==> src/rtl/vend_pkg.sv <==
// Shared types, coin/change constants and the change-to-display-code mapping
// for the vending credit/vend controller.
package vend_pkg;

    typedef enum logic [1:0] {
        IDLE    = 2'd0,
        COLLECT = 2'd1,
        VEND    = 2'd2,
        CHANGE  = 2'd3
    } vend_state_t;

    localparam logic [5:0] NICKEL_C   = 6'd5;
    localparam logic [5:0] DIME_C     = 6'd10;
    localparam logic [5:0] QUARTER_C  = 6'd25;
    localparam logic [5:0] MAX_CHANGE = 6'd15;

    localparam logic [3:0] CODE_NONE = 4'd0;
    localparam logic [3:0] CODE_5    = 4'd6;
    localparam logic [3:0] CODE_10   = 4'd7;
    localparam logic [3:0] CODE_15   = 4'd8;

    // Anything other than 5/10/15 cents shows as "no change" on the display.
    function automatic logic [3:0] change_to_code(input logic [4:0] chg);
        case (chg)
            5'd5:    return CODE_5;
            5'd10:   return CODE_10;
            5'd15:   return CODE_15;
            default: return CODE_NONE;
        endcase
    endfunction

endpackage

==> src/rtl/vend_ctrl_coin_decode.sv <==
// Coin pulse decoder: flags a single legal coin, its value in cents, and any
// cycle where two or more coin lines are high together.
module coin_decode (
    input  logic       nickel,
    input  logic       dime,
    input  logic       quarter,
    output logic       coin_valid,
    output logic       multi_coin,
    output logic [5:0] coin_value
);
    import vend_pkg::*;

    localparam logic [2:0][5:0] COIN_VALUES = {QUARTER_C, DIME_C, NICKEL_C};

    logic [2:0]      coin_lines;
    logic [2:0][5:0] masked;

    assign coin_lines = {quarter, dime, nickel};

    genvar gi;
    generate
        for (gi = 0; gi < 3; gi++) begin : g_coin
            assign masked[gi] = coin_lines[gi] ? COIN_VALUES[gi] : 6'd0;
        end
    endgenerate

    // coin_value is only meaningful when coin_valid is set.
    assign coin_value = masked[0] | masked[1] | masked[2];
    assign multi_coin = (nickel & dime) | (nickel & quarter) | (dime & quarter);
    assign coin_valid = (|coin_lines) & ~multi_coin;

endmodule

==> src/rtl/vend_ctrl.sv <==
// Vending credit/vend controller: accumulates coins against PRICE, handshakes
// with the dispenser and presents change codes. Optional idle-credit
// auto-refund is enabled with the VEND_TIMEOUT_EN macro.
module vend_ctrl
    import vend_pkg::*;
#(
    parameter int PRICE          = 20,
    parameter int HOLD_CYCLES    = 8,
    parameter int TIMEOUT_CYCLES = 1000
) (
    input  logic       clk,
    input  logic       reset,
    input  logic       nickel,
    input  logic       dime,
    input  logic       quarter,
    input  logic       refund,
    input  logic       vend_ack,
    output logic       vend_req,
    output logic [3:0] change_code,
    output logic       change_valid,
    output logic       coin_reject,
    output logic [5:0] credit
);

    localparam int         HOLD_W  = $clog2(HOLD_CYCLES + 1);
    localparam logic [6:0] PRICE_W = 7'(PRICE);
    localparam logic [6:0] LIMIT_W = 7'(PRICE) + 7'(MAX_CHANGE);

    vend_state_t       state_reg, state_next;
    logic [5:0]        credit_reg, credit_next;
    logic [4:0]        chg_reg, chg_next;
    logic              vend_req_reg, vend_req_next;
    logic [3:0]        change_code_reg, change_code_next;
    logic              change_valid_reg, change_valid_next;
    logic              coin_reject_reg, coin_reject_next;
    logic [HOLD_W-1:0] hold_reg, hold_next;

    logic       coin_valid, multi_coin, coin_any, coin_accept;
    logic [5:0] coin_value;
    logic [6:0] coin_sum;
    logic       timeout_hit, refund_event;

    coin_decode u_coin_decode (
        .nickel     (nickel),
        .dime       (dime),
        .quarter    (quarter),
        .coin_valid (coin_valid),
        .multi_coin (multi_coin),
        .coin_value (coin_value)
    );

    assign coin_any     = nickel | dime | quarter;
    assign coin_sum     = {1'b0, credit_reg} + {1'b0, coin_value};
    assign refund_event = refund | timeout_hit;

`ifdef VEND_TIMEOUT_EN
    localparam int TO_W = $clog2(TIMEOUT_CYCLES + 1);

    logic [TO_W-1:0] timeout_reg, timeout_next;

    assign timeout_hit = (state_reg == COLLECT) &&
                         (timeout_reg == TO_W'(TIMEOUT_CYCLES - 1));

    // Counts idle cycles spent in COLLECT; any accepted coin restarts it.
    always_comb begin
        timeout_next = '0;
        if (state_reg == COLLECT && state_next == COLLECT && !coin_accept)
            timeout_next = timeout_reg + 1'b1;
    end

    always_ff @(posedge clk) begin
        if (reset) timeout_reg <= '0;
        else       timeout_reg <= timeout_next;
    end
`else
    assign timeout_hit = 1'b0;
`endif

    always_comb begin
        state_next        = state_reg;
        credit_next       = credit_reg;
        chg_next          = chg_reg;
        vend_req_next     = vend_req_reg;
        change_code_next  = change_code_reg;
        change_valid_next = change_valid_reg;
        coin_reject_next  = 1'b0;
        hold_next         = hold_reg;
        coin_accept       = 1'b0;

        case (state_reg)
            IDLE, COLLECT: begin
                if (state_reg == COLLECT && refund_event) begin
                    chg_next          = credit_reg[4:0];
                    credit_next       = '0;
                    change_code_next  = change_to_code(credit_reg[4:0]);
                    change_valid_next = 1'b1;
                    hold_next         = '0;
                    coin_reject_next  = coin_any;
                    state_next        = CHANGE;
                end else if (multi_coin) begin
                    coin_reject_next = 1'b1;
                end else if (coin_valid) begin
                    if (coin_sum > LIMIT_W) begin
                        coin_reject_next = 1'b1;
                    end else if (coin_sum >= PRICE_W) begin
                        coin_accept   = 1'b1;
                        chg_next      = 5'(coin_sum - PRICE_W);
                        credit_next   = '0;
                        vend_req_next = 1'b1;
                        state_next    = VEND;
                    end else begin
                        coin_accept = 1'b1;
                        credit_next = coin_sum[5:0];
                        state_next  = COLLECT;
                    end
                end
            end
            VEND: begin
                coin_reject_next = coin_any;
                if (vend_ack) begin
                    vend_req_next = 1'b0;
                    if (chg_reg != 5'd0) begin
                        change_code_next  = change_to_code(chg_reg);
                        change_valid_next = 1'b1;
                        hold_next         = '0;
                        state_next        = CHANGE;
                    end else begin
                        state_next = IDLE;
                    end
                end
            end
            CHANGE: begin
                coin_reject_next = coin_any;
                if (hold_reg == HOLD_W'(HOLD_CYCLES - 1)) begin
                    change_code_next  = CODE_NONE;
                    change_valid_next = 1'b0;
                    chg_next          = '0;
                    hold_next         = '0;
                    state_next        = IDLE;
                end else begin
                    hold_next = hold_reg + 1'b1;
                end
            end
            default: state_next = IDLE;
        endcase
    end

    always_ff @(posedge clk) begin
        if (reset) begin
            state_reg        <= IDLE;
            credit_reg       <= '0;
            chg_reg          <= '0;
            vend_req_reg     <= 1'b0;
            change_code_reg  <= CODE_NONE;
            change_valid_reg <= 1'b0;
            coin_reject_reg  <= 1'b0;
            hold_reg         <= '0;
        end else begin
            state_reg        <= state_next;
            credit_reg       <= credit_next;
            chg_reg          <= chg_next;
            vend_req_reg     <= vend_req_next;
            change_code_reg  <= change_code_next;
            change_valid_reg <= change_valid_next;
            coin_reject_reg  <= coin_reject_next;
            hold_reg         <= hold_next;
        end
    end

    // Only whole 5c steps up to 15c can ever be owed as change.
    always_ff @(posedge clk) begin
        if (!reset) begin
            assert (chg_reg inside {5'd0, 5'd5, 5'd10, 5'd15});
            assert (HOLD_CYCLES >= 1 && TIMEOUT_CYCLES >= 1);
        end
    end

    assign vend_req     = vend_req_reg;
    assign change_code  = change_code_reg;
    assign change_valid = change_valid_reg;
    assign coin_reject  = coin_reject_reg;
    assign credit       = credit_reg;

endmodule

==> config.mk <==
export PLATFORM = sky130hd
export DESIGN_NAME = vend_ctrl
export DESIGN_NICKNAME = d
export VERILOG_FILES = /design/src/rtl/vend_pkg.sv /design/src/rtl/vend_ctrl_coin_decode.sv /design/src/rtl/vend_ctrl.sv
export SDC_FILE = /design/constraint.sdc
export NUM_CORES = 1
export LEC_CHECK = 0
export CAP_MARGIN = 15
export CORE_ASPECT_RATIO = 1.2
export CORE_UTILIZATION = 56
export DETAILED_ROUTE_END_ITERATION = 16
export PLACE_DENSITY = 0.8
export SLEW_MARGIN = 10
export SYNTH_ARGS = -nofsm -noshare
export SYNTH_HDL_FRONTEND = slang
export SYNTH_SLANG_ARGS = --single-unit
==> constraint.sdc <==
create_clock -name clk -period 3.75 [get_ports clk]
set_input_delay 0.75 -clock clk [delete_from_list [all_inputs] [get_ports clk]]
set_output_delay 0.75 -clock clk [all_outputs]
set_load 0.005 [all_outputs]
==> impl_results.md <==
- Status: complete, no violations
- Area grow syn2layout: 22.3%
- DR vias: 1,755
- Ranking of synthesized cells by area: dfxtp_1 27%, ha_1 6.7%, nand2_1 4.2%
- CP Launch Point: quarter
- CP arrival: between 3 and 4 ns
- Initial antenna violation count: 0
- Clock skew: between 0.006 and 0.007 ns
- Final hold viol count: 0
- Worst Path Required: 3.95 ns
- First-pass GRT wire length: between 7000 and 8000 um
- Number of diodes: 0
- Post-cts resize count: 0
- Post-synth EDFFs: 0
- Slew Viols, Final: 0
- Post-synth top flop: dfxtp_1
- Die Ht: 62.1 um
- All-Layer GR Usage: between 30% and 40%
- Worst Tran Pin Value: about 0.63 ns
- Seq pwr share: 24.8%
- Core area: 2840 sq um
- Crit path max fanout: 5
- H-tree levels: 1
- R2R Setup Slk: between 0.7 and 0.8 ns
- Sequential share of the synthesized area: 27.3%
- Hpwl dp: 3610 um
- Cells after synthesis: between 200 and 250
- Proportion of netlist area held by the largest area contributor: 27.3%
- IO Pins: 20
- Synthesis-stage register bit count: 23
- Fmax: 283 MHz
- Rows: 21
- Setup bufs post-CTS: 0
- Hold path depth: 2
- Largest register FFs: 6
- Final core occ: 72.6%
- Congestion Overflow GR: 0
- Synth cell types: 58
- Buffer depth of the longest clock path: 2
- Slew HR: just under 60%
- Drt total wl: 4640 um
- Final nets: between 200 and 300
- Largest net degree at the start of global routing: 16
- Tot Pwr: 1720 uW
- Die outline width: 52.1 um
- Clock latency reported for the late side of the worst-skew pair: 0.32 ns
- Worst r2r path cells: 11
- Power Dens Cells: 836 nW/um^2
- Hold Path End: change_valid
- Placed inst area: a little over 2000 sq um
- TritonCTS clock tree: yes
- Asr flop ratio synth: 0%
- Static leakage power: 0.000839 uW
- Critical path type: in2reg
- RSZ-0062 raised after global routing: no
- Cts hold-fix bufs: 0
- Worst hold start: change_valid
- Fin crit period: 3.53 ns
- Peak VDD IR: 0.590 mV
- Post-Syn Area: 1680 sq um
- Number of global-route vias before repair: 1,664
- Final setup viols: 0
- Syn_nets: 225
- Yosys warning count: 0
- Largest area contributor in the netlist: dfxtp_1
- Crit. End Element: flip-flop
- Mapped Avg Cell Area: 8.10 sq um
- Setup tns final: 0 ns
- FF-to-FF End: chg_reg[3]
- Final weighted congestion in routability-driven placement: 0.922
- TritonRoute pass-1 iters: 4
- Fin crit share: 94.2%
- Initial core utilization: 59.3%
- Min-delay worst type: reg2reg
- Total of max-cap violations: 0
- Routed WL per cell: 16.7 um
- Worst-path clk slew: 0.14 ns
- Die area: 3230 sq um
- DRC Markers: 0
- Switching pwr: 788 uW
- Fillers: 240
- Net switching fraction of the power: approximately 46%
- Port Buf Inserts: 19
- Post-route cell area: 2060 sq um
- Clk network pwr share: ~7.0%
- Hold slack: around 0.5 ns
- Gate power share: about two thirds
- Drt first-iter violations: between 60 and 70
- Vias/cell: around 6.3
- CTS sink cnt: 23
- CTS Buf Count: 3
- Reg-to-reg startpoint: credit[2]
- Post-DRT Antenna Nets: 0
- Cell Int Power: 933 uW
- CTS root buf: clkbuf_4
- Critical Path Source Type: primary input
- Share of post-route cells with drive strength above 1: 16.4%
## stage by stage
| step | setup slack, ns | cells |
|---|---|---|
| after CTS | 0.243 | 278 |
| final | 0.216 | 278 |
| after floorplan | 0.365 | 208 |
| after detailed placement | -0.0870 | 274 |
| after global placement | -0.0111 | 274 |
| after global routing | 0.0408 | 278 |
## cell usage after synthesis, drive strengths merged (7+ instances only)
master	count
a211oi	7
a21oi	14
a31oi	9
dfxtp	23
ha	9
inv	7
nand2	19
nand3	7
nor2	17
nor3	8
o21ai	14
## worst max-delay path by stage
stage	cells after the start	endpoint	slack, ns
global placement	14	chg_reg[1]	-0.01
CTS	14	chg_reg[3]	0.24
finish	14	chg_reg[3]	0.22
detailed placement	14	chg_reg[3]	-0.09
global route	14	chg_reg[3]	0.04
floorplan	12	chg_reg[0]	0.37
## worst max-delay path: stages
cell and delay (ns):
clkdlybuf4s50_1 0.44, or2_2 0.31, ha_1 0.23, fa_1 0.41, xnor2_1 0.15, buf_4 0.15
inv_1 0.05, ha_1 0.17, nand2b_1 0.06, o221ai_1 0.20, a211o_1 0.37, buf_4 0.15
a31oi_1 0.22, a211oi_2 0.07
## metal layers
metal,vias up,part of all wire [%],routed length (um),GRT usage [%]
met2,42,51,2380,59.3
li1,871,-,-,-
met3,17,2.7,123,3.16
met4,0,4.1,190,14.7
met1,825,42,1940,33.5
met5,-,0,0,0
## kinds of logic (layout without fill, tap and decap cells)
group | count (synthesis) | count (layout) | synth area share (%)
adder cells (fa/ha/maj) | 11 | 11 | 8.47
flip-flops | 23 | 23 | 27.3
XOR/XNOR | 2 | 2 | 1.04
multiplexers | 6 | 6 | 3.64
buffers and inverters | 14 | 50 | 3.79
AND/OR/NAND/NOR | 79 | 79 | 24.3
AO/OA/AOI/OAI | 73 | 73 | 31.4
## cells in the final DEF (no fill, tap or decap), drive strengths merged, types with 3 or more instances in the layout
| cell | n |
|---|---|
| clkbuf | 3 |
| buf | 20 |
| dfxtp | 23 |
| a21oi | 14 |
| a211oi | 7 |
| o21ai | 14 |
| nor2 | 17 |
| clkdlybuf4s50 | 19 |
| a31oi | 9 |
| ha | 9 |
| nor3 | 8 |
| o21a | 3 |
| nand2 | 19 |
| or3 | 4 |
| or2 | 4 |
| inv | 7 |
| and3 | 3 |
| nor2b | 4 |
| mux2i | 5 |
| nand3 | 7 |
## final cells by class
| type | count | area, sq um | share of cell area [%] |
|---|---|---|---|
| multi-input combinational | 171 | 1160 | 56.3 |
| sequential | 23 | 460 | 22.4 |
| timing repair buffer | 39 | 340 | 16.5 |
| tap | 34 | 42.5 | 2.07 |
| inverter | 7 | 26.3 | 1.28 |
| clock buffer | 3 | 22.5 | 1.09 |
| clock inverter | 1 | 7.51 | 0.365 |
## power by group through the flow
stage	sequential [uW]	clock, uW	combinational [uW]
3_5_place_dp	429	0	1150
2_1_floorplan	391	0	771
3_3_place_gp	422	0	1120
6_report	427	121	1170
5_1_grt	436	135	1280
4_1_cts	424	124	1160
Note: power is estimated with default switching activity, not from simulation.
